### src/rtl/calc_result_display.sv
// calc_result_display
//   Output stage of the calculator ALU. On start (in IDLE) it captures the signed
//   W-bit result, converts its magnitude to ND BCD digits with a bit-serial
//   double-dabble engine (one iteration per clock, W iterations), then registers
//   the sign, the BCD digits and the seven-segment patterns in a single cycle.
//
// Ports
//   clk       in   1      rising-edge clock
//   rst       in   1      asynchronous active-high reset
//   start     in   1      request a conversion of result (only honoured in IDLE)
//   result    in   W      signed two's-complement ALU result
//   busy      out  1      conversion in progress
//   done      out  1      one-cycle pulse, display outputs updated this cycle
//   sign      out  1      captured result was negative
//   bcd       out  4*ND   BCD digits, [3:0] = units, never blanked
//   seg_sign  out  7      minus sign pattern (gfedcba, active-high)
//   seg       out  7*ND   digit patterns, [6:0] = units, leading zeros blanked
module calc_result_display #(
  parameter int W  = 9,
  parameter int ND = 3
) (
  input  logic              clk,
  input  logic              rst,
  input  logic              start,
  input  logic [W-1:0]      result,
  output logic              busy,
  output logic              done,
  output logic              sign,
  output logic [4*ND-1:0]   bcd,
  output logic [6:0]        seg_sign,
  output logic [7*ND-1:0]   seg
);

  localparam int CW = (W > 1) ? $clog2(W) : 1;

  typedef enum logic [0:0] {
    IDLE  = 1'b0,
    SHIFT = 1'b1
  } state_t;

  state_t            state_q,    state_d;
  logic [CW-1:0]     cnt_q,      cnt_d;
  logic [W-1:0]      mag_q,      mag_d;
  logic [4*ND-1:0]   scratch_q,  scratch_d;
  logic              sign_int_q, sign_int_d;
  logic              busy_q,     busy_d;
  logic              done_q,     done_d;
  logic              sign_q,     sign_d;
  logic [4*ND-1:0]   bcd_q,      bcd_d;
  logic [6:0]        seg_sign_q, seg_sign_d;
  logic [7*ND-1:0]   seg_q,      seg_d;

  // Single-digit seven-segment decoder, gfedcba active-high.
  function automatic logic [6:0] seg7(input logic [3:0] d);
    logic [6:0] p;
    case (d)
      4'd0:    p = 7'h3F;
      4'd1:    p = 7'h06;
      4'd2:    p = 7'h5B;
      4'd3:    p = 7'h4F;
      4'd4:    p = 7'h66;
      4'd5:    p = 7'h6D;
      4'd6:    p = 7'h7D;
      4'd7:    p = 7'h07;
      4'd8:    p = 7'h7F;
      4'd9:    p = 7'h6F;
      default: p = 7'h00;
    endcase
    return p;
  endfunction

  // Double-dabble correction: every nibble >= 5 gets +3 before the shift.
  function automatic logic [4*ND-1:0] dabble_adjust(input logic [4*ND-1:0] s);
    logic [4*ND-1:0] r;
    r = s;
    for (int i = 0; i < ND; i++) begin
      if (s[4*i +: 4] >= 4'd5) begin
        r[4*i +: 4] = s[4*i +: 4] + 4'd3;
      end else begin
        r[4*i +: 4] = s[4*i +: 4];
      end
    end
    return r;
  endfunction

  // Encodes all digits; a zero digit is blanked only while every digit above it
  // is also zero, and the units digit is always lit.
  function automatic logic [7*ND-1:0] encode_digits(input logic [4*ND-1:0] b);
    logic [7*ND-1:0] s;
    logic            lead;
    s    = '0;
    lead = 1'b1;
    for (int i = ND - 1; i >= 0; i--) begin
      if (lead && (b[4*i +: 4] == 4'd0) && (i != 0)) begin
        s[7*i +: 7] = 7'h00;
      end else begin
        s[7*i +: 7] = seg7(b[4*i +: 4]);
        lead        = 1'b0;
      end
    end
    return s;
  endfunction

  // Next-state and datapath: capture in IDLE, one double-dabble step per SHIFT cycle.
  always_comb begin
    logic [4*ND-1:0] adj;
    logic [4*ND-1:0] scratch_nx;
    logic [W-1:0]    mag_nx;

    state_d    = state_q;
    cnt_d      = cnt_q;
    mag_d      = mag_q;
    scratch_d  = scratch_q;
    sign_int_d = sign_int_q;
    busy_d     = busy_q;
    done_d     = 1'b0;
    sign_d     = sign_q;
    bcd_d      = bcd_q;
    seg_sign_d = seg_sign_q;
    seg_d      = seg_q;
    adj        = dabble_adjust(scratch_q);
    {scratch_nx, mag_nx} = {adj, mag_q} << 1;

    case (state_q)
      IDLE: begin
        if (start) begin
          sign_int_d = result[W-1];
          // -(-2^(W-1)) wraps to 2^(W-1), which is the correct unsigned magnitude.
          mag_d      = result[W-1] ? (~result + 1'b1) : result;
          scratch_d  = '0;
          cnt_d      = '0;
          busy_d     = 1'b1;
          state_d    = SHIFT;
        end else begin
          state_d    = IDLE;
        end
      end
      SHIFT: begin
        scratch_d = scratch_nx;
        mag_d     = mag_nx;
        cnt_d     = cnt_q + 1'b1;
        if (cnt_q == CW'(W - 1)) begin
          // Final iteration: publish straight from the freshly shifted scratch.
          sign_d     = sign_int_q;
          bcd_d      = scratch_nx;
          seg_sign_d = sign_int_q ? 7'h40 : 7'h00;
          seg_d      = encode_digits(scratch_nx);
          busy_d     = 1'b0;
          done_d     = 1'b1;
          state_d    = IDLE;
        end else begin
          state_d    = SHIFT;
        end
      end
      default: begin
        state_d = IDLE;
        busy_d  = 1'b0;
      end
    endcase
  end

  // State and output registers with asynchronous reset.
  always_ff @(posedge clk or posedge rst) begin
    if (rst) begin
      state_q    <= IDLE;
      cnt_q      <= '0;
      mag_q      <= '0;
      scratch_q  <= '0;
      sign_int_q <= 1'b0;
      busy_q     <= 1'b0;
      done_q     <= 1'b0;
      sign_q     <= 1'b0;
      bcd_q      <= '0;
      seg_sign_q <= 7'h00;
      seg_q      <= '0;
    end else begin
      state_q    <= state_d;
      cnt_q      <= cnt_d;
      mag_q      <= mag_d;
      scratch_q  <= scratch_d;
      sign_int_q <= sign_int_d;
      busy_q     <= busy_d;
      done_q     <= done_d;
      sign_q     <= sign_d;
      bcd_q      <= bcd_d;
      seg_sign_q <= seg_sign_d;
      seg_q      <= seg_d;
    end
  end

  assign busy     = busy_q;
  assign done     = done_q;
  assign sign     = sign_q;
  assign bcd      = bcd_q;
  assign seg_sign = seg_sign_q;
  assign seg      = seg_q;

endmodule
### config.mk
export PLATFORM = sky130hd
export DESIGN_NAME = calc_result_display
export DESIGN_NICKNAME = d
export VERILOG_FILES = /design/src/rtl/calc_result_display.sv
export SDC_FILE = /design/constraint.sdc
export NUM_CORES = 1
export LEC_CHECK = 0
export BUFFER_PORTS_ARGS = -buffer_cell sky130_fd_sc_hd__buf_2
export CAP_MARGIN = 20
export CORE_MARGIN = 2
export CORE_UTILIZATION = 57
export DETAILED_ROUTE_END_ITERATION = 10
export GPL_TIMING_DRIVEN = 0
export MAX_ROUTING_LAYER = met4
export PLACE_DENSITY = 0.87
export SLEW_MARGIN = 25
export SYNTH_ARGS = -nofsm -noshare
export SYNTH_HDL_FRONTEND = slang
export SYNTH_SLANG_ARGS = --single-unit
### constraint.sdc
create_clock -name clk -period 5.6 [get_ports clk]
set_input_delay 0.56 -clock clk [delete_from_list [all_inputs] [get_ports clk]]
set_output_delay 0.56 -clock clk [all_outputs]
set_load 0.1 [all_outputs]
After elaboration in Yosys (flattened, before gate mapping)
Memories as Yosys holds them, arrays and structs flattened. A register that Yosys moved wholly into a read port is not among the register bits. Index checks and enable logic that the tools add are counted.

Bits of input ports: 12. Output and inout port bits: 43. Flip-flop bits (word level): 70. ROM bits: 336. Memories: 3.

Memories: (name not given) (depth 16, bits a word 7, read ports 1, clocked after Yosys merged registers in 0, wr ports 0, RTL line 56) `case (d)`; (name not given) (depth 16, bits a word 7, read ports 1, clocked after Yosys merged registers in 0, wr ports 0, RTL line 56); (name not given) (depth 16, bits a word 7, read ports 1, clocked after Yosys merged registers in 1, wr ports 0, RTL line 56).

Reduce and logical (&&, ||, !) cells: 6. Add/sub/neg operators: 5. Bitwise operators: 2. $lt $le $gt $ge: 3. Mux-type cells: 24. Equality and inequality tests: 3.

Operators by type and width (number): 12-bit one-hot mux with 2 select lines (1); 7-bit 2-to-1 mux (3); 9-bit 2-to-1 mux (2); 9-bit one-hot mux with 2 select lines (1); 4-bit by 3-bit >= comparator with 1-bit output (second input constant) (3); 12-bit 2-to-1 mux (1); 4-bit 2-to-1 mux (3); 9-bit by 1-bit adder with 9-bit output (second input constant) (1); 1-bit 2-to-1 mux (9); 9-bit NOT (1); 4-bit by 2-bit adder with 4-bit output (second input constant) (2); 4-bit logical NOT (2); 4-bit one-hot mux with 2 select lines (1); 2-bit AND reduction (3); 4-bit by 1-bit adder with 4-bit output (second input constant) (1); 4-bit equality test (second input constant) (1); 1-bit one-hot mux with 2 select lines (2); 3-bit by 2-bit adder with 3-bit output (second input constant) (1); 3-bit 2-to-1 mux (1); 2-bit by 1-bit != test with 1-bit output (second input constant) (1); 2-bit != test (second input constant) (1); 1-bit logical AND (1); 1-bit NOT (1).

Longest topological paths before layout
Gate-level depths: netlist of the first run.

Depth after elaboration: 8. Depth in mapped cells: 12. Gate-level depth less buffers: 12.

Least setup slack after synthesis of the first run
No wires, ideal clock.

Path type: reg2reg. Start: register scratch_q[4]. End: register seg_q[10] (netlist: seg[10]). Slack: 3.407 ns. Setup time: 0.128 ns. Cell stages (with the launch flop): 9. Data required time: 5.472 ns. Data arrival time: 2.064 ns. Buffers on the path: 0. Path through: dfrtp_1 > inv_1 > ha_1 > nand2b_1 > a21oi_2 > mux2i_1 > nand2_1 > o221ai_4 > o21ai_1.

Word-level cells in the longest chain between the ends: 8. Elaborated cells between the ends (all ways): 11.

Ends and longest elaborated chain: from (decl) (RTL line 44) `logic [4*ND-1:0] scratch_q, scratch_d;`; from (signal assigned) (RTL line 180) `scratch_q <= scratch_d;`; 4-bit by 2-bit adder with 4-bit output or 4-bit by 3-bit >= comparator with 1-bit output (tied branches) (RTL line 78, 77); 4-bit 2-to-1 mux (*) (RTL line 77) `if (s[4*i +: 4] >= 4'd5) begin`; 4-bit logical NOT (RTL line 94) `if (lead && (b[4*i +: 4] == 4'd0) && (i != 0)) begin`; 1-bit 2-to-1 mux (RTL line 94); 1-bit 2-to-1 mux (RTL line 142) `if (cnt_q == CW'(W - 1)) begin`; 1-bit 2-to-1 mux (RTL line 124) `case (state_q)`; 1-bit logical AND (RTL line 94); 7-bit 2-to-1 mux (*) (RTL line 94); to (signal assigned) (RTL line 187) `seg_q <= seg_d;`; to (decl) (RTL line 51) `logic [7*ND-1:0] seg_q, seg_d;`.

Mark *: on every way between the ends. The rest lies on a longest branch, timed or not. The select of a mux whose other input is x is not followed. A chain may end at the register's enable or synchronous reset.

Worst setup path after layout of the first run
Start: register scratch_q[0]. End: register seg_q[13] (netlist: seg[13]).

Word-level cells in the longest chain between the ends: 5. Elaborated cells between the ends (all ways): 7.

Ends and longest elaborated chain (RTL line): 4-bit by 2-bit adder with 4-bit output or 4-bit by 3-bit >= comparator with 1-bit output (tied branches) (78, 77); 4-bit 2-to-1 mux (*) (77); parallel branches: the longest is 2 deep, another holds memory 16 x 7 bit; 7-bit 2-to-1 mux (*) (94).

Every way passes the cells marked *.

==> results.md, run 1 <==
* DR DRC count at 0
* #FFs+latches synth at 63
* Data required time at the worst endpoint at 5.86 ns
* Die Width at 81.70 um
* Worst clock skew at 0.007390 ns
* Count of different cell masters after synthesis at 45
* Total GRT Usage at 25.46%
* Post-CTS Setup Bufs at 0
* Area Overhead vs Synth at 16.29%
* Asr flop ratio synth at 100.0%
* Via Count at 2898
* EDFF count, synth at 0
* Drt pass-1 iters at 4
* CTS tree: done
* Number of setup violations in the final report at 0
* Final min period at 2.657 ns
* CTS resizes at 0
* Placer Congestion at 0.9038
* Via-to-Cell Ratio at 5.694
* Max Freq at 0.3764 GHz
* Final Hold Vio Count at 0
* Vias in the first global route at 2721
* N_diodes at 0
* Outcome: complete, no violations
* Slew Viols, Final at 0
* Register area share after synthesis at 45.82%
* Max Cap Viol at 0
* Routed wl met3 at 427 um
* Mean post-synth cell area at 9.427 um2
* Final Cell Area at 4001 um2
* Yosys top cell area share at 45.82%
* HPWL after DPL at 5.494 mm
* Die H at 81.70 um
* Avg WL per Cell at 15.03 um
* Fillers at 453
* Worst Max-Slew Pin Slew at 0.7122 ns
* Post-placement cell area at 3811 um2
* CTS H-tree depth at 3
* Top sig layer: met4
* Initial DRC Count at 173
* Crit path capture type: flip-flop
* Clock sinks at 63
* Top cell type by total area after synthesis: dfrtp_1
* Clk Latency, worst-skew pair at 0.35 ns
* Clk buf depth at 2
* Setup TNS Final at 0 ns
* Port Buf Inserts at 47
* Ports at 55
* RSZ-0062 raised after global routing: no
* DRT Wirelength at 7.652 mm
* Initial antenna violation count at 0
* Row count at 28
* Root Buffer: clkbuf_8
* Netlist Area Pre-Place at 3441 um2
* Commonest cells after routing, fill and taps aside: nand2_1, dfrtp_1, buf_2
* Final period util at 47.45%
* Commonest non-fill, non-tap cell in the layout: nand2_1
* WP data arrival at 2.92 ns
* Post-CTS Hold Buffers at 0
* WS Path Type: flip-flop to flip-flop
* Die Area at 6674 um2
* Crit path launch type: flip-flop
* Max-slew headroom at 52.52%
* Metal-1 WL at 3.281 mm
* Hold/Removal Path Class: primary input to async pin
* Num CTS Buffers at 9
* Clock-pin slew on the worst setup and hold paths at 0.07 ns
* Synth warn at 0
* Top_reg_cell synth: dfrtp_1
* Final nets at 459
* First-pass GRT wire length at 12.47 mm
* Core ar. at 5886 um2
* Wire length on met2 at 3.787 mm
* Starting Density at 58.46%
* Largest net degree at the start of global routing at 34
* Grt total ovfl at 0
* Share of cells above drive strength 1 at 18.89%
* Detail Route Antenna Nets at 0
* FF-to-FF path depth at 12
* Cell count after synthesis at 365
* Synth top area cells: dfrtp_1, nand2_1, ha_1
* Crit Path Max Fanout at 6
==> metrics by stage <==
stage	hold slack [ns]	util [%]	cells	worst slack, ns
2_1_floorplan	0.4348	-	370	3.407
3_5_place_dp	0.4604	64.75	493	2.966
6_report	0.2034	67.98	509	2.943
3_3_place_gp	0.4511	64.37	492	2.820
5_1_grt	0.2304	67.98	509	2.760
4_1_cts	0.2075	67.98	509	2.937
==> final cells by class <==
type                       instances  area, um2  share of cell area [%]
sequential                        63       1577                   39.40
timing repair buffer              48      255.2                   6.379
tap                               75      93.84                   2.345
clock buffer                      12      145.1                   3.627
clock inverter                     4      45.04                   1.126
buffer                            23      116.4                   2.908
multi-input combinational        265       1695                   42.37
inverter                          19      73.82                   1.845
==> state kept, by name (all words and copies together) (netlist names) <==
register and count:
done 1, bcd 12, seg_sign 1, state_q 1, cnt_q 4, busy 1, seg 21, sign_int_q 1
mag_q 9, scratch_q 12
==> cells by family (layout without fill, tap and decap cells) <==
family	after synthesis	in the layout	share of synthesized area [%]
other	1	6	0.1090
buffers and inverters	42	106	5.455
xor gates and xnor gates	9	9	2.291
and+or+nand+nor	117	117	15.49
AOI/OAI and AO/OA	95	95	18.29
muxes	20	20	6.000
adders and majority gates	18	18	6.546
DFF	63	63	45.82
==> path summary, 6_finish.rpt <==
check | from | to | slack, ns
setup / recovery | scratch_q[0] | seg[13] | 2.94
setup reg to reg | scratch_q[0] | seg[13] | 2.94
hold / removal | rst | seg[0] | 0.20
max in group asynchronous | rst | scratch_q[8] | 4.89
min in group clk | sign_int_q | seg_sign[6] | 0.47
hold reg to reg | sign_int_q | seg_sign[6] | 0.47
==> critical path: stages (launching register included) <==
cell and delay (ns):
dfrtp_1 0.41, inv_1 0.13, ha_1 0.21, nand2b_1 0.08, nor2b_1 0.13, mux2i_1 0.49
inv_1 0.18, ha_1 0.28, nand2_1 0.07, o21ai_1 0.06, a221oi_1 0.32, nor2b_1 0.08
o21ai_1 0.14
==> per-layer routing <==
layer  vias up  global-route usage [%]
li1       1371                       -
met1      1400                   31.65
met2       107                   40.00
met3        20                   5.495
met4         0                   11.67
met5         -                       -
==> synthesized netlist by cell type (2+ instances only) <==
cell type / number
nor2b_1: 5
nand2b_1: 10
o21a_1: 2
and2_1: 3
nand2_1: 66
a22o_1: 3
o31ai_1: 12
a21oi_2: 2
o22ai_1: 2
o211a_1: 2
a21o_1: 3
dfrtp_1: 63
clkbuf_1: 14
a21oi_1: 11
a211oi_1: 2
o21ai_1: 10
nor3_1: 2
nand3_1: 3
buf_4: 8
o21ai_0: 34
xnor2_1: 7
ha_1: 18
a21boi_0: 2
nand4_1: 2
nor3b_1: 4
mux2i_1: 15
inv_1: 19
mux2_2: 5
xor2_1: 2
o211ai_1: 2
nor2_1: 16
a31oi_1: 2
a221oi_1: 2
Power of run 1 is not shown: default switching activity piles up to over one toggle a cycle in this logic, so the estimate is an artifact.
==> run 2, diff against run 1 <==
- CORE_UTILIZATION: 57 -> 51
- PLACE_DENSITY: 0.87 -> 0.83
- clock period: 5.6 -> 2.3 ns (I/O delays scaled with it)
==> results.md, run 2 (synthesized netlist as in run 1, its figures left out) <==
* Outcome: complete, no violations (unchanged)
* Total GRT Usage at 22.15% (was 25.46%)
* Max Freq at 0.4513 GHz (was 0.3764 GHz)
* Fillers at 523 (was 453)
* Clock sinks at 63 (unchanged)
* N_diodes at 0 (unchanged)
* Number of setup violations in the final report at 0 (unchanged)
* Max Cap Viol at 0 (unchanged)
* Initial DRC Count at 113 (was 173)
* Port Buf Inserts at 47 (unchanged)
* Clk buf depth at 2 (unchanged)
* Hold WS at 0.1926 ns (was 0.2034 ns)
* Core ar. at 6422 um2 (was 5886 um2)
* Area Overhead vs Synth at 21.78% (was 16.29%)
* Vias in the first global route at 2755 (was 2721)
* Die Width at 86.14 um (was 81.70 um)
* Worst clock skew at 0.008510 ns (was 0.007390 ns)
* Data required time at the worst endpoint at 2.51 ns (was 5.86 ns)
* Die H at 86.14 um (was 81.70 um)
* Commonest non-fill, non-tap cell in the layout: nand2_1 (unchanged)
* Row count at 29 (was 28)
* First-pass GRT wire length at 12.51 mm (was 12.47 mm)
* CTS H-tree depth at 3 (unchanged)
* Clock-pin slew on the worst setup and hold paths at 0.07 ns (about the same)
* Share of cells above drive strength 1 at 24.66% (was 18.89%)
* Via-to-Cell Ratio at 5.526 (was 5.694)
* Clk Latency, worst-skew pair at 0.34 ns (was 0.35 ns)
* Initial antenna violation count at 0 (unchanged)
* WP data arrival at 2.43 ns (was 2.92 ns)
* CTS tree: done (unchanged)
* WS Path Type: flip-flop to flip-flop (unchanged)
* Drt pass-1 iters at 4 (unchanged)
* HPWL after DPL at 5.329 mm (was 5.494 mm)
* Final Hold Vio Count at 0 (unchanged)
* Final nets at 467 (was 459)
* Num CTS Buffers at 9 (unchanged)
* Starting Density at 53.57% (was 58.46%)
* Setup TNS Final at 0 ns (unchanged)
* Crit path capture type: flip-flop (unchanged)
* Slew Viols, Final at 0 (unchanged)
* Detail Route Antenna Nets at 0 (unchanged)
* Final min period at 2.216 ns (was 2.657 ns)
* Largest net degree at the start of global routing at 34 (unchanged)
* Die Area at 7420 um2 (was 6674 um2)
* Root Buffer: clkbuf_8 (unchanged)
* Max-slew headroom at 51.12% (was 52.52%)
* DRT Wirelength at 7.882 mm (was 7.652 mm)
* Avg WL per Cell at 15.19 um (was 15.03 um)
* Via Count at 2868 (was 2898)
* Crit Path Max Fanout at 6 (unchanged)
* Commonest cells after routing, fill and taps aside: nand2_1, dfrtp_1, buf_2 (unchanged)
* DR DRC count at 0 (unchanged)
* Largest register FFs at 21 (unchanged)
* Worst Max-Slew Pin Slew at 0.7332 ns (was 0.7122 ns)
* Grt total ovfl at 0 (unchanged)
* Final period util at 96.33% (was 47.45%)
* Placer Congestion at 0.8861 (was 0.9038)
* Ports at 55 (unchanged)
* Hold/Removal Path Class: primary input to flip-flop (was primary input to async pin)
* Crit path launch type: flip-flop (unchanged)
## run 2: changes by cell type in the layout (fill, tap and decap cells not counted), sizes merged
cell and delta:
buf +7, bufinv +1, clkbuf -1, clkinv -1
clkinvlp +1, dlygate4sd3 +1
## run 2: layout make-up
cell class,count,area [um2],share of cell area (%)
Clock inverter,5,81.33,1.941
Buffer,23,116.4,2.777
Multi-Input combinational cell,265,1785,42.61
Inverter,19,73.82,1.762
Timing Repair Buffer,56,317.8,7.584
Tap cell,77,96.34,2.299
Clock buffer,11,141.4,3.374
Sequential cell,63,1578,37.65
## run 2: what timing repair did
item,CTS,global route
endpoints found under the setup margin,11,13
pin swaps,2,6
hold endpoints to repair,32,0
gates resized for setup,8,17
setup buffers,2,5
hold buffers,1,0
## run 2: worst paths after layout
path,from,to,slack (ns),cells past startpoint
setup / recovery,scratch_q[5],seg[8],0.08,8
hold reg to reg,seg[19],seg[19],0.47,2
max in group asynchronous,rst,scratch_q[4],1.34,4
setup reg to reg,scratch_q[5],seg[8],0.08,8
min in group asynchronous,rst,seg[1],0.44,3
hold / removal,result[0],mag_q[0],0.19,3
## run 2: routing by layer
| layer | global-route usage, % | vias to the layer above | part of all wire [%] |
|---|---|---|---|
| met2 | 33.97 | 59 | 49 |
| met3 | 5.294 | 17 | 3.8 |
| li1 | - | 1391 | - |
| met4 | 9.524 | 0 | 2.6 |
| met5 | - | - | 0 |
| met1 | 28.05 | 1401 | 45 |
## run 2: critical path: stages (launching register included)
cell      delay (ns)
dfrtp_1         0.42
inv_2           0.12
ha_2            0.22
nand2b_1        0.12
a21oi_4         0.27
mux2i_4         0.35
nand2_1         0.19
o221ai_4        0.27
o21ai_1         0.12
## run 2: metrics by stage
stage | utilization, % | area [um2] | worst slack (ns) | std cells
2_1_floorplan | - | 3460 | 0.1075 | 370
3_3_place_gp | 59.03 | 3791 | -0.1843 | 494
3_5_place_dp | 59.38 | 3814 | -0.2672 | 495
4_1_cts | 63.80 | 4098 | 0.01936 | 514
5_1_grt | 65.24 | 4190 | -0.05308 | 519
6_report | 65.24 | 4190 | 0.08442 | 519
Power of run 2 is left out for the same reason.
==> run 3, diff against run 2 <==
- RECOVER_POWER: not set -> 100
==> results.md, run 3 (synthesized netlist as in run 1, its figures left out) <==
* Wire length on met2 at 3.855 mm (was 3.854 mm)
* Pre-CTS setup slack at -0.2672 ns (unchanged)
* Data required time at the worst endpoint at 2.52 ns (was 2.51 ns)
* Crit path launch type: flip-flop (unchanged)
* Worst clock skew at 0.007149 ns (was 0.008510 ns)
* Largest register FFs at 21 (unchanged)
* Final nets at 467 (unchanged)
* Initial antenna violation count at 0 (unchanged)
* Via-to-Cell Ratio at 5.541 (was 5.526)
* Detail Route Antenna Nets at 0 (unchanged)
* Worst path slowest cell: dfrtp_1 (unchanged)
* Metal-1 WL at 3.511 mm (was 3.521 mm)
* Die Area at 7420 um2 (unchanged)
* Grt total ovfl at 0 (unchanged)
* Avg WL per Cell at 15.18 um (was 15.19 um)
* Clock sinks at 63 (unchanged)
* Outcome: complete, no violations (unchanged)
* Share of cells above drive strength 1 at 15.84% (was 24.66%)
* Clk Latency, worst-skew pair at 0.34 ns (about the same)
* Top sig layer: met4 (unchanged)
* Crit-path cells: inv_2, ha_1, nand2b_1, or3b_1, and2_1, ha_1, o22ai_1, o21ai_1 (was inv_2, ha_2, nand2b_1, a21oi_4, mux2i_4, nand2_1, o221ai_4, o21ai_1)
* Hold WS at 0.1955 ns (was 0.1926 ns)
* First-pass GRT wire length at 12.51 mm (unchanged)
* Max-slew headroom at 19.91% (was 51.12%)
* Starting Density at 53.57% (unchanged)
* Final period util at 96.49% (was 96.33%)
* Max Freq at 0.4506 GHz (was 0.4513 GHz)
* Total GRT Usage at 22.15% (unchanged)
* CP peak stage delay at 0.42 ns (about the same)
* Crit path buf inv count at 1 (unchanged)
* N_diodes at 0 (unchanged)
* Die Width at 86.14 um (unchanged)
* Crit path capture type: flip-flop (unchanged)
* Fillers at 544 (was 523)
* DR DRC count at 0 (unchanged)
* Die H at 86.14 um (unchanged)
* Root Buffer: clkbuf_8 (unchanged)
* Port Buf Inserts at 47 (unchanged)
* Final min period at 2.219 ns (was 2.216 ns)
* Cells after DPL at 495 (unchanged)
* Commonest non-fill, non-tap cell in the layout: nand2_1 (unchanged)
* Clk buf depth at 2 (unchanged)
* Crit Path Max Fanout at 6 (unchanged)
* Final WS setup at 0.08062 ns (was 0.08442 ns)
* Crit path depth at 8 (unchanged)
* WS Path Type: flip-flop to flip-flop (unchanged)
* Initial DRC Count at 109 (was 113)
* Ports at 55 (unchanged)
* Setup slack, reg-to-reg at 0.08 ns (about the same)
* CP most frequent cell: ha_1
* Worst r2r dst: seg[15] (was seg[8])
* Routed wl met3 at 288 um (was 300 um)
* Row count at 29 (unchanged)
* WP data arrival at 2.44 ns (was 2.43 ns)
* FF-to-FF path depth at 8 (unchanged)
* Crit path launch: scratch_q[5] (unchanged)
* HPWL after DPL at 5.329 mm (unchanged)
* Final Hold Vio Count at 0 (unchanged)
* DRT Wirelength at 7.876 mm (was 7.882 mm)
* Worst Max-Slew Pin Slew at 1.200 ns (was 0.7332 ns)
* Clock-pin slew on the worst setup and hold paths at 0.07 ns (about the same)
* Area Overhead vs Synth at 19.93% (was 21.78%)
* Final std cells w/o fill at 519 (unchanged)
* Vias in the first global route at 2755 (unchanged)
* Max Cap Viol at 0 (unchanged)
* Origin of the critical flop-to-flop path: scratch_q[5] (unchanged)
* CTS H-tree depth at 3 (unchanged)
* Via Count at 2876 (was 2868)
* Num CTS Buffers at 9 (unchanged)
* Drt pass-1 iters at 4 (unchanged)
* Commonest cells after routing, fill and taps aside: nand2_1, dfrtp_1, clkbuf_1 (was nand2_1, dfrtp_1, buf_2)
* Largest net degree at the start of global routing at 34 (unchanged)
* Number of setup violations in the final report at 0 (unchanged)
* CTS tree: done (unchanged)
* Core ar. at 6422 um2 (unchanged)
* Cell family with most CP delay: simple AND/OR/NAND/NOR gates (was compound AO/OA/AOI/OAI gates)
* Slew Viols, Final at 0 (unchanged)
* CP Capture Point: seg[15] (was seg[8])
* Hold/Removal Path Class: primary input to flip-flop (unchanged)
* Placer Congestion at 0.8861 (unchanged)
* Post-layout util at 64.25% (was 65.24%)
## run 3: layer usage
metal	global-route usage, %	vias up
met2	33.97	59
met5	-	-
met3	5.294	20
met1	28.05	1408
met4	9.524	0
li1	-	1389
## run 3: how the worst min path moves through the flow
stage / start / endpoint / slack (ns) / depth (start not counted)
floorplan: result[0] / mag_q[0] / 0.39 / 2
global placement: seg[19] / seg[19] / 0.45 / 2
detailed placement: rst / seg[1] / 0.26 / 2
CTS: result[0] / mag_q[0] / 0.18 / 3
global route: result[0] / mag_q[0] / 0.23 / 3
finish: result[0] / mag_q[0] / 0.20 / 3
## run 3: layout make-up
type	count	area [um2]	share of cell area [%]
Clock inverter	5	81.33	1.971
Clock buffer	11	141.4	3.426
Multi-Input combinational cell	265	1783	43.21
Sequential cell	63	1578	38.24
Inverter	19	71.32	1.728
Tap cell	77	96.34	2.335
Timing Repair Buffer	56	259.0	6.277
Buffer	23	116.4	2.820
## run 3: what timing repair did
item	4_1_cts	5_1_grt
resized for setup	8	17
setup buffers	2	5
endpoints found under the hold margin	32	0
hold buffers	1	0
pin swaps	2	6
setup endpoints to repair	11	13
## run 3: stage by stage
stage                TNS, ns  cell area, um2
floorplan                  0            3460
global placement      -11.46            3791
detailed placement    -1.656            3814
CTS                        0            4098
global route        -0.07666            4126
finish                     0            4126
## run 3: tightest hold or removal path, delay by kind of cell
family / cells / cell delay, ns
simple gates: 1 / 0.08
buf+inv: 1 / 0.12
mux: 1 / 0.07
Power of run 3 is left out for the same reason.
